File: config.mk
export PLATFORM = sky130hd
export DESIGN_NAME = muldiv
export DESIGN_NICKNAME = d
export VERILOG_FILES = /design/src/rtl/muldiv.sv
export SDC_FILE = /design/constraint.sdc
export NUM_CORES = 1
export LEC_CHECK = 0
export BUFFER_PORTS_ARGS = -buffer_cell sky130_fd_sc_hd__buf_2
export CORE_MARGIN = 5
export CORE_UTILIZATION = 55
export DETAILED_ROUTE_END_ITERATION = 10
export PLACE_DENSITY = 0.81
export SLEW_MARGIN = 10
export SYNTH_ARGS = -nofsm -noshare
export SYNTH_HDL_FRONTEND = slang
export SYNTH_SLANG_ARGS = --single-unit
File: constraint.sdc
create_clock -name clk -period 8.7 [get_ports clk]
set_clock_uncertainty 0.05 [all_clocks]
set_input_delay 0.87 -clock clk [delete_from_list [all_inputs] [get_ports clk]]
set_output_delay 0.87 -clock clk [all_outputs]
set_load 0.03 [all_outputs]
File: src/rtl/muldiv.sv
// Iterative MIPS-style HI/LO multiply/divide unit; busy stalls the pipe, done pulses once per result.
// Latency 32 RUN cycles (result at t0+33); with MULDIV_FAST_MULT_EN defined, mult/multu finish at t0+2.
module muldiv (
    input  logic        clk,
    input  logic        reset,
    input  logic        startE,
    input  logic [1:0]  opE,
    input  logic [31:0] srcaE,
    input  logic [31:0] srcbE,
    input  logic        mtE,
    input  logic        mtsel,
    output logic        busy,
    output logic        done,
    output logic [31:0] hi,
    output logic [31:0] lo
);

    typedef enum logic [1:0] {IDLE, RUN, DONE} state_t;

    state_t      state_q, state_d;
    logic [4:0]  cnt_q, cnt_d;
    logic [1:0]  op_q, op_d;
    logic        neg_q_q, neg_q_d;
    logic        neg_r_q, neg_r_d;
    logic        dz_q, dz_d;
    logic [31:0] dvd_q, dvd_d;
    logic [31:0] b_q, b_d;
    logic [63:0] acc_q, acc_d;
    logic [31:0] hi_q, hi_d;
    logic [31:0] lo_q, lo_d;

    logic        accept, mt_wr, last_iter;
    logic        sgn_a, sgn_b;
    logic [31:0] a_mag, b_mag;
    logic [32:0] r33, sum33;
    logic [31:0] diff32, rem_n;
    logic        ge;
    logic [63:0] div_step, mul_step, step, res, prod;
    logic [31:0] quo_res, rem_res;

    assign accept = (state_q != RUN) && startE;
    assign mt_wr  = (state_q != RUN) && !startE && mtE;

`ifdef MULDIV_FAST_MULT_EN
    assign last_iter = op_q[1] ? (cnt_q == 5'd31) : 1'b1;
    assign res       = op_q[1] ? step : acc_q;
`else
    assign last_iter = (cnt_q == 5'd31);
    assign res       = step;
`endif

    // State register
    always_ff @(posedge clk) begin
        if (reset) state_q <= IDLE;
        else       state_q <= state_d;
    end

    // Next-state logic
    always_comb begin
        state_d = state_q;
        case (state_q)
            IDLE:    if (startE) state_d = RUN;
            RUN:     if (last_iter) state_d = DONE;
            DONE:    state_d = startE ? RUN : IDLE;
            default: state_d = IDLE;
        endcase
    end

    // Outputs
    always_comb begin
        busy = (state_q == RUN);
        done = (state_q == DONE);
    end

    assign hi = hi_q;
    assign lo = lo_q;

    // Signed ops (op[0] == 0) work on magnitudes; signs are restored at completion.
    always_comb begin
        sgn_a = srcaE[31] & ~opE[0];
        sgn_b = srcbE[31] & ~opE[0];
        a_mag = sgn_a ? -srcaE : srcaE;
        b_mag = sgn_b ? -srcbE : srcbE;
    end

    always_comb begin
        r33      = acc_q[63:31];
        ge       = (r33 >= {1'b0, b_q});
        diff32   = r33[31:0] - b_q;
        rem_n    = ge ? diff32 : r33[31:0];
        div_step = {rem_n, acc_q[30:0], ge};
        sum33    = {1'b0, acc_q[63:32]} + (acc_q[0] ? {1'b0, b_q} : 33'd0);
        mul_step = {sum33, acc_q[31:1]};
        step     = op_q[1] ? div_step : mul_step;
    end

    always_comb begin
        prod    = neg_q_q ? -res : res;
        quo_res = neg_q_q ? -res[31:0] : res[31:0];
        rem_res = neg_r_q ? -res[63:32] : res[63:32];
    end

    always_comb begin
        cnt_d   = cnt_q;
        op_d    = op_q;
        neg_q_d = neg_q_q;
        neg_r_d = neg_r_q;
        dz_d    = dz_q;
        dvd_d   = dvd_q;
        b_d     = b_q;
        acc_d   = acc_q;
        hi_d    = hi_q;
        lo_d    = lo_q;
        if (accept) begin
            cnt_d   = 5'd0;
            op_d    = opE;
            neg_q_d = sgn_a ^ sgn_b;
            neg_r_d = sgn_a;
            dz_d    = (srcbE == 32'd0);
            dvd_d   = srcaE;
            b_d     = b_mag;
`ifdef MULDIV_FAST_MULT_EN
            acc_d   = opE[1] ? {32'd0, a_mag} : ({32'd0, a_mag} * {32'd0, b_mag});
`else
            acc_d   = {32'd0, a_mag};
`endif
        end else if (state_q == RUN) begin
            cnt_d = cnt_q + 5'd1;
            acc_d = step;
            if (last_iter) begin
                if (!op_q[1]) begin
                    hi_d = prod[63:32];
                    lo_d = prod[31:0];
                end else if (dz_q) begin
                    hi_d = dvd_q;
                    lo_d = 32'hFFFF_FFFF;
                end else begin
                    hi_d = rem_res;
                    lo_d = quo_res;
                end
            end
        end else if (mt_wr) begin
            if (mtsel) hi_d = srcaE;
            else       lo_d = srcaE;
        end
    end

    always_ff @(posedge clk) begin
        if (reset) begin
            cnt_q   <= 5'd0;
            op_q    <= 2'd0;
            neg_q_q <= 1'b0;
            neg_r_q <= 1'b0;
            dz_q    <= 1'b0;
            dvd_q   <= 32'd0;
            b_q     <= 32'd0;
            acc_q   <= 64'd0;
            hi_q    <= 32'd0;
            lo_q    <= 32'd0;
        end else begin
            cnt_q   <= cnt_d;
            op_q    <= op_d;
            neg_q_q <= neg_q_d;
            neg_r_q <= neg_r_d;
            dz_q    <= dz_d;
            dvd_q   <= dvd_d;
            b_q     <= b_d;
            acc_q   <= acc_d;
            hi_q    <= hi_d;
            lo_q    <= lo_d;
        end
    end

endmodule
### Word level (Yosys, flattened, before mapping)

Index checks and enable logic that the tools add are counted.

* bitwise operators: 5
* equal/unequal tests: 7
* shift operators: 0
* add/sub/neg operators: 8
* reduce and logical (&&, ||, !) cells: 13
* $lt $le $gt $ge: 1
* $mul: 0
* mux-type cells: 26
* div/mod/pow operators: 0

Operator list (number)
* two-way mux 32 bit: 20
* two-way mux 64 bit: 2
* negation 32 bit: 4
* negation 64 bit: 1
* adder 32 x 32 -> 33 bit: 1
* greater-or-equal comparator 33 x 32 -> 1 bit: 1
* logical NOT 32 bit: 1
* subtractor 32 bit: 1
* AND reduction 4 bit: 2
* != test 2 x 1 -> 1 bit, second input constant: 3
* case mux 2 bit (3 select lines): 1
* nonzero test 2 bit: 3
* adder 5 x 1 -> 5 bit, second input constant: 1
* == test 5 bit, second input constant: 1
* two-way mux 2 bit: 2
* logical AND 1 bit: 3
* AND 1 bit: 2
* == test 2 x 1 -> 1 bit, second input constant: 1
* == test 2 bit, second input constant: 1
* logical NOT 2 bit: 1
* != test 2 bit, second input constant: 1
* inverter 1 bit: 2
* AND reduction 2 bit: 1
* OR reduction 2 bit: 1
* 3 further kinds: 3

* bits in writable memories: 0
* bits of input ports: 71
* memories kept: 0
* bits in registers: 204
* ROM bits: 0
* output and inout bits: 66
* latch bits: 0

### Logic depth before layout (Yosys ltp)

* depth after elaboration: 9
* gate-level depth with buffers: 23
* depth with buffers taken out: 22

### Least setup slack after synthesis

No wires, ideal clock.

* kind: register to register
* start point: reg op_q[1]
* end point: reg hi_q[14], in the netlist hi[14]
* buffers on the path: 8
* setup slack: 3790 ps
* data arrival time: 4768 ps
* period minus slack after synthesis: 4910 ps
* stages on the path, launching flop included: 23
* cell sequence: dfxtp_1 > clkbuf_1 > buf_2 > buf_1 > buf_2 > buf_2 > buf_2 > buf_1 > buf_1 > mux2i_1 > ha_1 > o211ai_1 > nor2_1 > o21ai_0 > nor3_1 > nand3_1 > nor3_1 > nand3_1 > o21ai_0 > xor2_1 > o2111ai_1 > a21oi_1 > nor4_1

* longest elaborated chain between the ends: 7
* elaborated cells between the ends (all ways): 9
* those cells by class: add/sub: 2; mux: 7

RTL lines
* start: declaration: RTL line 22 `logic [1:0] op_q, op_d;`
* start signal: assignment: RTL line 162 `op_q <= op_d;`
* two-way mux 64 bit: RTL line 94 `step = op_q[1] ? div_step : mul_step;`
* negation 32 bit: RTL line 100 `rem_res = neg_r_q ? -res[63:32] : res[63:32];`
* two-way mux 32 bit: RTL line 100
* two-way mux 32 bit: RTL line 134 `end else if (dz_q) begin`
* two-way mux 32 bit (*): RTL line 131 `if (!op_q[1]) begin`
* two-way mux 32 bit (*): RTL line 130 `if (last_iter) begin`
* two-way mux 32 bit (*): RTL line 127 `end else if (state_q == RUN) begin`
* end signal: assignment: RTL line 169 `hi_q <= hi_d;`
* end: declaration: RTL line 29 `logic [31:0] hi_q, hi_d;`

Mark *: on every way between the ends. The rest lies on a longest branch, timed or not. The select of a mux whose other input is x is not followed.
A chain may end at the register's enable or synchronous reset.

### Worst setup path in the final report

* start point: reg b_q[30]
* end point: reg hi_q[17], in the netlist hi[17]

* longest elaborated chain between the ends: 9
* elaborated cells between the ends (all ways): 11
* those cells by class: add/sub: 2; order compare: 1; mux: 8

RTL lines
* start: declaration: RTL line 27 `logic [31:0] b_q, b_d;`
* start signal: assignment: RTL line 156 `b_q <= 32'd0;`
* start signal: assignment: RTL line 167 `b_q <= b_d;`
* greater-or-equal comparator 33 x 32 -> 1 bit (*): RTL line 88 `ge = (r33 >= {1'b0, b_q});`
* two-way mux 32 bit: RTL line 90 `rem_n = ge ? diff32 : r33[31:0];`
* two-way mux 64 bit (*): RTL line 94
* negation 32 bit: RTL line 100
* two-way mux 32 bit: RTL line 100
* two-way mux 32 bit: RTL line 134
* two-way mux 32 bit (*): RTL line 131
* two-way mux 32 bit (*): RTL line 130
* two-way mux 32 bit (*): RTL line 127

Marked as above.

==> summary.md <==
| Metric | Value |
|---|---|
| Status | `completed` |
| Crit path capture type | `flop` |
| CP max stage cell | `or3_1` |
| Pwr per Cell Area | `around 170 nW/um^2` |
| Post-synth top area cell | `dfxtp_1` |
| Slew margin rel. | `22.5%` |
| Worst slew pin tran | `1.16 ns` |
| RSZ-0062 raised after global routing | `no` |
| Final Hold Fails | `0` |
| Seq/Total Area, Yosys | `24.1%` |
| Largest net degree at the start of global routing | `just over 90` |
| GRT Resource Usage Total | `35.4%` |
| TritonCTS clock tree | `built` |
| Reg-to-Reg Start | `b_q[30]` |
| CTS Buf Count | `25` |
| Initial antenna violation count | `0` |
| IO Port Bufs | `136` |
| EDFF count, synth | `0` |
| Clk Latency, worst-skew pair | `0.54 ns` |
| Core area | `30400 sq um` |
| DRC viols | `0` |
| I/O pin cnt | `137` |
| Critical path startpoint category | `flop` |
| Count of final setup violators | `0` |
| Post-synth ARST share | `0%` |
| Clock Root Buffer | `clkbuf_16` |
| 1st-pass router iterations | `6` |
| Detail Route Antenna Nets | `0` |
| Clock buffer depth | `3` |
| R2R depth | `15` |
| Post-Synthesis Cells | `2401` |
| Syn Area/Cell | `7.03 sq um` |
| Max_cap viols | `0` |
| Peak supply drop | `147 uV` |
| Post-Syn Area | `16900 sq um` |
| Max Fclk | `0.158 GHz` |
| GRT overflow | `0` |
| Number of cell rows | `64` |
| Final nets | `2582` |
| Vias per cell | `about 6.6` |
| Crit path capture | `hi[17]` |
| Die H | `185 um` |
| Worst min path class | `reg2reg` |
| Worst path arrival time | `6.71 ns` |
| Detailed Place HPWL | `between 40000 and 50000 um` |
| Full die area | `around 34000 sq um` |
| Leakage | `7.36 nW` |
| Synth-to-Final Area Change | `9.85%` |
| CTS Sinks | `around 200` |
| Total negative slack | `0 ns` |
| Initial drt markers | `2479` |
| Synth area leaders | `dfxtp_1 24%, nand2_1 7.9%, a21oi_1 7.2%` |
| CP max FO | `20` |
| Post_cts resized | `0` |
| Placer Congestion | `a little over 1` |
| WL final | `63500 um` |
| Routed length per instance | `around 22 um` |
| Tmin final | `6.33 ns` |
| Share of layout cells above drive strength 1 | `10.7%` |
| First-pass GRT wire length | `around 97000 um` |
| Syn Nets | `2544` |
| Hold buffer count at CTS | `0` |
| Post-synth cell types | `91` |
| Die W | `roughly 190 um` |
| Register-to-register setup slack | `2.37 ns` |
| Crit-path cells | `inv_1, ha_1, a21o_1, a211oi_1, nand3_1, or3_1, o31ai_1, nand2_1, or4_1, or2_2, nor4_2, a21oi_1, xor2_1, o2111ai_1, a32o_1` |
| Critical Path Start | `b_q[30]` |
| Starting Density | `55.5%` |
| RR Endpoint | `hi[17]` |
| Slew Limit Fails | `0` |
| Number of global-route vias before repair | `17500` |
| Overall Power | `3.15 mW` |
| Yosys reg bits | `203` |
| Final Hold Slack | `0.400 ns` |
| Ys Warns | `0` |
| CP peak stage delay | `0.86 ns` |
| Worst-path clk slew | `0.06 ns` |
| Setup Fix Bufs, Post-CTS | `0` |
| CP Class | `reg2reg` |
| Final period utilization | `72.8%` |
| Share of the synthesized area in the top cell type | `24.1%` |
| WP data required | `9.08 ns` |
| H-tree levels | `1` |
| Ys flop type | `dfxtp_1` |
| Via count | `18900` |
worst min-delay path by stage:
stage | from | slack (ns) | cells past startpoint | to
after floorplan | dvd_q[12] | 0.38 | 2 | dvd_q[12]
after global placement | hi[3] | 0.39 | 2 | hi[3]
after detailed placement | lo[1] | 0.39 | 2 | lo[1]
after CTS | lo[1] | 0.40 | 2 | lo[1]
after global routing | dvd_q[23] | 0.42 | 2 | dvd_q[23]
final | hi[3] | 0.40 | 2 | hi[3]
registers in the layout (all words and copies together), names as in the netlist:
signal / flops
acc_q: 64
b_q: 32
cnt_q: 5
dvd_q: 32
dz_q: 1
hi: 32
lo: 32
neg_q_q: 1
neg_r_q: 1
op_q: 1
state_q: 2
report_power, final:
part	leakage (nW)	internal, mW	switching [mW]
Sequential	1.66	0.985	0.0522
Clock	0.426	0.680	0.448
Combinational	5.27	0.318	0.672
layout by cell type, fill, tap and decap left out, drive strengths merged, types with 26 or more instances in the layout:
cell type    n
mux2i       41
clkbuf      33
xnor2       78
o211ai      26
nand2      357
and2        41
a211oi      62
a21o        27
buf        163
nor3        60
nor2       315
a311oi      45
ha          70
or3         26
nand3       37
xor2        99
nor4        32
dfxtp      203
a21oi      243
o21ai      138
inv         66
o31ai       28
Yosys cell counts, drive strengths merged, types with 45 or more instances:
library cell / count
a211oi: 62
a21oi: 243
a311oi: 45
buf: 45
clkbuf: 107
dfxtp: 203
ha: 70
inv: 66
nand2: 357
nor2: 315
nor3: 60
o21ai: 138
xnor2: 78
xor2: 99
final cells by class:
class,count,area [sq um]
clock buffers,33,696
well taps,396,495
flip-flops and latches,203,4070
inverters,69,260
multi-input cells,1977,12000
clock inverters,12,170
repair buffers,163,886
diodes,1,2.50
fillers,2883,11900
critical path, delay by kind of cell (launching register included):
family	cells	cell delay, ns
AND/OR/NAND/NOR	6	3.32
XOR/XNOR	1	0.17
buffers and inverters	1	0.05
adder cells (fa/ha/maj)	1	0.35
flip-flops	1	0.34
AO/OA/AOI/OAI	6	1.94
cell families after synthesis:
logic type      synth area share (%)
compound gates                  26.8
flops                           24.1
fa+ha+maj                       5.42
simple gates                    25.9
buf+inv                         5.16
xor+xnor                        9.18
mux                             3.50
metal layers:
layer | wire length [um] | share of wire (%) | GRT usage [%] | vias to the layer above
met1 | 25300 | 40 | 48.5 | 8764
met2 | 27300 | 43 | 54.2 | 1220
li1 | - | - | - | 8681
met4 | 3030 | 4.8 | 14.1 | 0
met3 | 7860 | 12 | 7.80 | 221
met5 | 0 | 0 | 0 | -
metrics by stage:
step | cells | util [%] | setup slack [ns] | cell area, sq um
2_1_floorplan | 2401 | - | 3.79 | 16900
3_3_place_gp | 2808 | 58.1 | 2.85 | 17700
3_5_place_dp | 2808 | 58.1 | 2.67 | 17700
4_1_cts | 2853 | 61.0 | 2.64 | 18500
5_1_grt | 2853 | 61.0 | 2.27 | 18500
6_report | 2854 | 61.0 | 2.37 | 18600
No activity file was read; power rests on OpenSTA's default activity.
